### config.mk
export PLATFORM = sky130hd
export DESIGN_NAME = button_event_controller
export DESIGN_NICKNAME = d
export VERILOG_FILES = /design/src/rtl/btn_evt_pkg.sv /design/src/rtl/btn_rr_arbiter.sv /design/src/rtl/button_event_controller.sv
export SDC_FILE = /design/constraint.sdc
export NUM_CORES = 1
export LEC_CHECK = 0
export ABC_AREA = 1
export CORE_ASPECT_RATIO = 2
export CORE_MARGIN = 1.5
export CORE_UTILIZATION = 40
export DETAILED_ROUTE_END_ITERATION = 7
export GPL_TIMING_DRIVEN = 0
export SYNTH_ARGS = -nofsm -noshare
export SYNTH_HDL_FRONTEND = slang
export SYNTH_HIERARCHICAL = 1
export SYNTH_SLANG_ARGS = --single-unit
export TNS_END_PERCENT = 100
### constraint.sdc
create_clock -name clk -period 4.59 [get_ports clk]
set_input_delay 1.1475 -clock clk [delete_from_list [all_inputs] [get_ports clk]]
set_output_delay 1.1475 -clock clk [all_outputs]
set_load 0.02 [all_outputs]
### src/rtl/btn_evt_pkg.sv
// Shared encodings for the button event controller.
// Event types and arbiter state enum.
package btn_evt_pkg;

    localparam logic EVT_RELEASE = 1'b0;
    localparam logic EVT_PRESS   = 1'b1;

    typedef enum logic {
        ARB_IDLE,
        ARB_OFFER
    } arb_state_t;

endpackage

### src/rtl/btn_rr_arbiter.sv
// Combinational round-robin pick over the pending event slots.
// Search starts at the index after last_grant and wraps.
module btn_rr_arbiter #(
    parameter int N   = 4,
    parameter int IDW = 2
) (
    input  logic [N-1:0]   req,
    input  logic [IDW-1:0] last_grant,
    output logic [IDW-1:0] grant,
    output logic           any
);

    logic [IDW-1:0] idx;

    always_comb begin
        grant = '0;
        any   = 1'b0;
        idx   = last_grant;
        for (int k = 0; k < N; k++) begin
            idx = (idx == IDW'(N - 1)) ? '0 : idx + IDW'(1);
            if (!any && req[idx]) begin
                any   = 1'b1;
                grant = idx;
            end
        end
    end

endmodule

### src/rtl/button_event_controller.sv
// Debounced button front end: sync, tick-sampled filter, per-button
// pending slot and a round-robin serialiser onto one event port.
module button_event_controller
    import btn_evt_pkg::*;
#(
    parameter int NUM_BTNS     = 4,
    parameter int SAMPLE_DIV   = 4096,
    parameter int STABLE_TICKS = 16,
    localparam int IDW = (NUM_BTNS > 1) ? $clog2(NUM_BTNS) : 1
) (
    input  logic                clk,
    input  logic                reset,
    input  logic [NUM_BTNS-1:0] btn_in,
    output logic [NUM_BTNS-1:0] btn_state,
    output logic                evt_valid,
    input  logic                evt_ready,
    output logic [IDW-1:0]      evt_id,
    output logic                evt_type,
    output logic                evt_ovf,
    input  logic                ovf_clr
);

    localparam int TW = $clog2(SAMPLE_DIV);
    localparam int SW = $clog2(STABLE_TICKS + 1);

    logic [NUM_BTNS-1:0] sync1, sync2;
    logic [NUM_BTNS-1:0] ev_new, ev_type;
    logic [NUM_BTNS-1:0] pend_v, pend_t, grant_oh;
    logic [TW-1:0]       tick_cnt;
    logic                tick;
    logic [SW-1:0]       stab_cnt [NUM_BTNS];
    logic [IDW-1:0]      last_grant, grant_idx;
    logic                grant_any, arb_load, ovf_set;
    arb_state_t          state, state_nxt;

    always_ff @(posedge clk) begin
        if (reset) begin
            sync1 <= '0;
            sync2 <= '0;
        end else begin
            sync1 <= btn_in;
            sync2 <= sync1;
        end
    end

    assign tick = (tick_cnt == TW'(SAMPLE_DIV - 1));

    always_ff @(posedge clk) begin
        if (reset || tick) tick_cnt <= '0;
        else               tick_cnt <= tick_cnt + TW'(1);
    end

    always_comb begin
        ev_new  = '0;
        ev_type = '0;
        for (int i = 0; i < NUM_BTNS; i++) begin
            ev_type[i] = sync2[i] ? EVT_PRESS : EVT_RELEASE;
            ev_new[i]  = tick && (sync2[i] != btn_state[i]) &&
                         (stab_cnt[i] >= SW'(STABLE_TICKS - 1));
        end
    end

    always_ff @(posedge clk) begin
        if (reset) begin
            btn_state <= '0;
            for (int i = 0; i < NUM_BTNS; i++) stab_cnt[i] <= '0;
        end else if (tick) begin
            for (int i = 0; i < NUM_BTNS; i++) begin
                if (sync2[i] == btn_state[i]) begin
                    stab_cnt[i] <= '0;
                end else if (ev_new[i]) begin
                    btn_state[i] <= sync2[i];
                    stab_cnt[i]  <= '0;
                end else begin
                    stab_cnt[i] <= stab_cnt[i] + SW'(1);
                end
            end
        end
    end

    // A slot being granted this cycle is free again, so a new event there is no overwrite.
    always_comb begin
        grant_oh = '0;
        for (int i = 0; i < NUM_BTNS; i++)
            grant_oh[i] = arb_load && (grant_idx == IDW'(i));
    end

    assign ovf_set = |(ev_new & pend_v & ~grant_oh);

    always_ff @(posedge clk) begin
        if (reset) begin
            pend_v <= '0;
            pend_t <= '0;
        end else begin
            pend_v <= (pend_v & ~grant_oh) | ev_new;
            pend_t <= (pend_t & ~ev_new) | (ev_type & ev_new);
        end
    end

    always_ff @(posedge clk) begin
        if (reset)        evt_ovf <= 1'b0;
        else if (ovf_set) evt_ovf <= 1'b1;
        else if (ovf_clr) evt_ovf <= 1'b0;
    end

    btn_rr_arbiter #(
        .N   (NUM_BTNS),
        .IDW (IDW)
    ) u_arb (
        .req        (pend_v),
        .last_grant (last_grant),
        .grant      (grant_idx),
        .any        (grant_any)
    );

    always_ff @(posedge clk) begin
        if (reset) state <= ARB_IDLE;
        else       state <= state_nxt;
    end

    always_comb begin
        state_nxt = state;
        arb_load  = 1'b0;
        evt_valid = 1'b0;
        unique case (state)
            ARB_IDLE: begin
                if (grant_any) begin
                    arb_load  = 1'b1;
                    state_nxt = ARB_OFFER;
                end
            end
            ARB_OFFER: begin
                evt_valid = 1'b1;
                if (evt_ready) state_nxt = ARB_IDLE;
            end
        endcase
    end

    always_ff @(posedge clk) begin
        if (reset) begin
            evt_id     <= '0;
            evt_type   <= 1'b0;
            last_grant <= IDW'(NUM_BTNS - 1);
        end else if (arb_load) begin
            evt_id     <= grant_idx;
            evt_type   <= pend_t[grant_idx];
            last_grant <= grant_idx;
        end
    end

endmodule

==> metrics <==
die area 7753 µm²; pre-CTS setup slack around 1.6 ns; register area share after synthesis 47.94%; deepest clock path buffer count 2; # hold bufs at CTS 0; Hold Crit Class reg -> reg; htree depth 3; first-pass GRT wire length 9860 µm; Syn. warnings 6; DRT antenna net count 0; Critical Path Fanout Max 10; Tmin final about 2.6 ns; worst setup path class reg -> reg; synthesized area per cell 7.982 µm²; Tcrit/Tclk final 56.15%; Worst Setup Start Kind flip-flop; Leakage between 1 and 1.5 nW; Worst Hold End sync2[0]$_SDFF_PP0_; vias in the first global route about 2300; slowest cell on the critical path ha_1; largest net degree at the start of global routing 30; HP Start sync1[0]$_SDFF_PP0_; final slew viol count 0; detailed-route DRC error count 0; GRT met2 Usage between 30% and 40%; die height 123.0 µm; final WL 5692 µm; Die W 63.02 µm; Max-Cap Viols 0; area grow syn2layout 19.63%; Rel. slew slack 57.31%; Worst Tran Pin Value roughly 0.64 ns; DR vias/cell approximately 4.9; Worst setup EP type flip-flop; met3 Use GR 3.367%; Worst Setup Slack, final 2.013 ns; Net Count, Synth about 380; io pins 17; maximum VDD drop 0.3216 mV; Hold Crit Depth 2; Max Fclk about 390 MHz; r2r endpoint evt_ovf$_SDFFE_PP0P_; GRT met1 Usage 16.08%; setup violators final 0; Worst-Skew Late Latency around 0.32 ns; final net count 406; drt initial violations 112; Final Hold Fails 0; GRT Util Overall 16.57%; commonest non-fill, non-tap cell in the layout nand2_1; PostCTS Resize Cnt 0; most frequent cells in the layout 63 x nand2_1, 62 x nor2_1, 47 x inv_1; flip-flop and latch count after synthesis approximately 60; run status complete, no violations; I/O Buffers 16; core box area 6940 µm²; pwr/cell area 523.3 nW/µm²; GR peak layer met2; Crit path required time 4.79 ns; Post-CTS Setup Bufs 0; hold slack 0.4001 ns; antenna cells 0; cells after synthesis approximately 360; clk_skew approximately 0.007 ns; CP arrival 2.77 ns; clock sinks 59; TritonCTS buffer count 9; Synth cell types 32; proportion of layout cells with a drive suffix above 1 9.160%; Worst path max stage delay 0.42 ns; Cell Chain, Critical Path ha_1 -> inv_1 -> nand2_2 -> nand2_4 -> nor2_1 -> inv_1 -> o21ai_0 -> inv_1 -> nand2_1 -> nand2_1 -> o31ai_1 -> o21bai_1 -> nor2_1 -> nor2_1; DR vias between 2000 and 2500; hpwl dp 4247 µm; Critical Path Source last_grant[0]$_SDFFE_PP1P_; R2R cell count 14; CTS tree yes; Congestion Overflow GR 0; Clock Tree Root clkbuf_16; RR Startpoint last_grant[0]$_SDFFE_PP1P_; Final Wtd Congestion 0.7589; router iterations before antenna repair 4; Avg WL per Cell 11.78 µm; setup slack, reg-to-reg 2.01 ns; CTS clk-pin slew, worst paths 0.05 ns; RSZ-0062 raised after global routing false; Sum Neg Setup Slack 0 ns; initial antenna violation count 0; FP Rows 43; Starting Density 41.52%; Cell Area, Synth between 2000 and 3000 µm²
[cell usage after synthesis]
master	n	share of area [%]
nand2_1	63	8.2
nor2_1	62	8.1
inv_1	47	6.1
dfxtp_1	39	27
nand3_1	27	4.7
a21oi_1	21	3.6
edfxtp_1	20	21
nand2_2	11	2.4
nand4_1	11	2.4
ha_1	10	4.3
o21ai_0	8	1.4
nor3b_1	7	1.8
xor2_1	5	1.5
nor3_1	4	0.69
buf_6	3	1.2
nor2_4	3	1.2
a31oi_1	2	0.43
clkbuf_1	2	0.26
nor2_2	2	0.43
o21a_1	2	0.52
and3_1	1	0.22
buf_1	1	0.13
buf_2	1	0.17
nand2_4	1	0.39
nor4_1	1	0.22
o21ai_1	1	0.17
o21bai_1	1	0.26
o22ai_1	1	0.22
o31ai_1	1	0.26
or2_0	1	0.22
or2_2	1	0.22
xnor2_1	1	0.30
[worst max-delay path, delay by kind of cell (launching register included)]
| family | cells | cell delay, ns |
|---|---|---|
| buf+inv | 3 | 0.30 |
| simple gates | 7 | 0.81 |
| compound gates | 3 | 0.57 |
| flops | 1 | 0.34 |
| fa+ha+maj | 1 | 0.42 |
[per-stage QoR]
| stage | instance area [µm²] | total power [W] | util (%) | instances |
|---|---|---|---|---|
| after floorplan | 2882 | 0.001028 | - | 361 |
| after global placement | 3154 | 0.001163 | 45.45 | 467 |
| after detailed placement | 3154 | 0.001176 | 45.45 | 467 |
| after CTS | 3447 | 0.001820 | 49.67 | 483 |
| after global routing | 3447 | 0.001926 | 49.67 | 483 |
| final | 3447 | 0.001804 | 49.67 | 483 |
[kinds of logic (layout without fill, tap and decap cells)]
logic type / after synthesis / count (layout) / share of synthesized area [%]
AOI/OAI and AO/OA: 37 / 37 / 6.904
xor gates and xnor gates: 6 / 6 / 1.824
adders and majority gates: 10 / 10 / 4.342
buffers and inverters: 54 / 86 / 7.859
DFF: 59 / 59 / 47.94
and+or+nand+nor: 195 / 195 / 31.13
[power by group]
part	internal, W	switching [W]
Combinational	0.000182	0.000384
Clock	0.000423	0.000214
Sequential	0.000578	0.0000226
Total	0.00118	0.000620
[sequential cells by signal, summed over array words and instances, names as in the netlist, 2 cells and up, named ones only]
register	cells
sync1	4
last_grant	2
tick_cnt	12
sync2	4
btn_state	4
evt_id	2
stab_cnt	20
pend_v	4
[area by class of cell]
type | instances | area, µm²
Clock buffer | 15 | 287.8
Buffer | 7 | 50.05
Sequential cell | 59 | 1381
Timing Repair Buffer | 16 | 160.2
Inverter | 47 | 176.4
Clock inverter | 1 | 5.005
Fill cell | 661 | 3493
Multi-Input combinational cell | 248 | 1274
Tap cell | 90 | 112.6
[how the worst max path moves through the flow]
stage,end
6_report,evt_ovf$_SDFFE_PP0P_
3_5_place_dp,stab_cnt[1][4]$_SDFFCE_PN0P_
5_1_grt,evt_ovf$_SDFFE_PP0P_
4_1_cts,stab_cnt[2][2]$_SDFFCE_PN0P_
3_3_place_gp,stab_cnt[1][2]$_SDFFCE_PN0P_
2_1_floorplan,stab_cnt[0][0]$_SDFFCE_PN0P_
[per-layer routing]
layer  share of wire (%)  wire, µm
met1                  40      2291
met2                  54      3096
met3                 2.4       139
met4                 2.9       165
met5                   0         0
(Power assumes the default switching activity.)
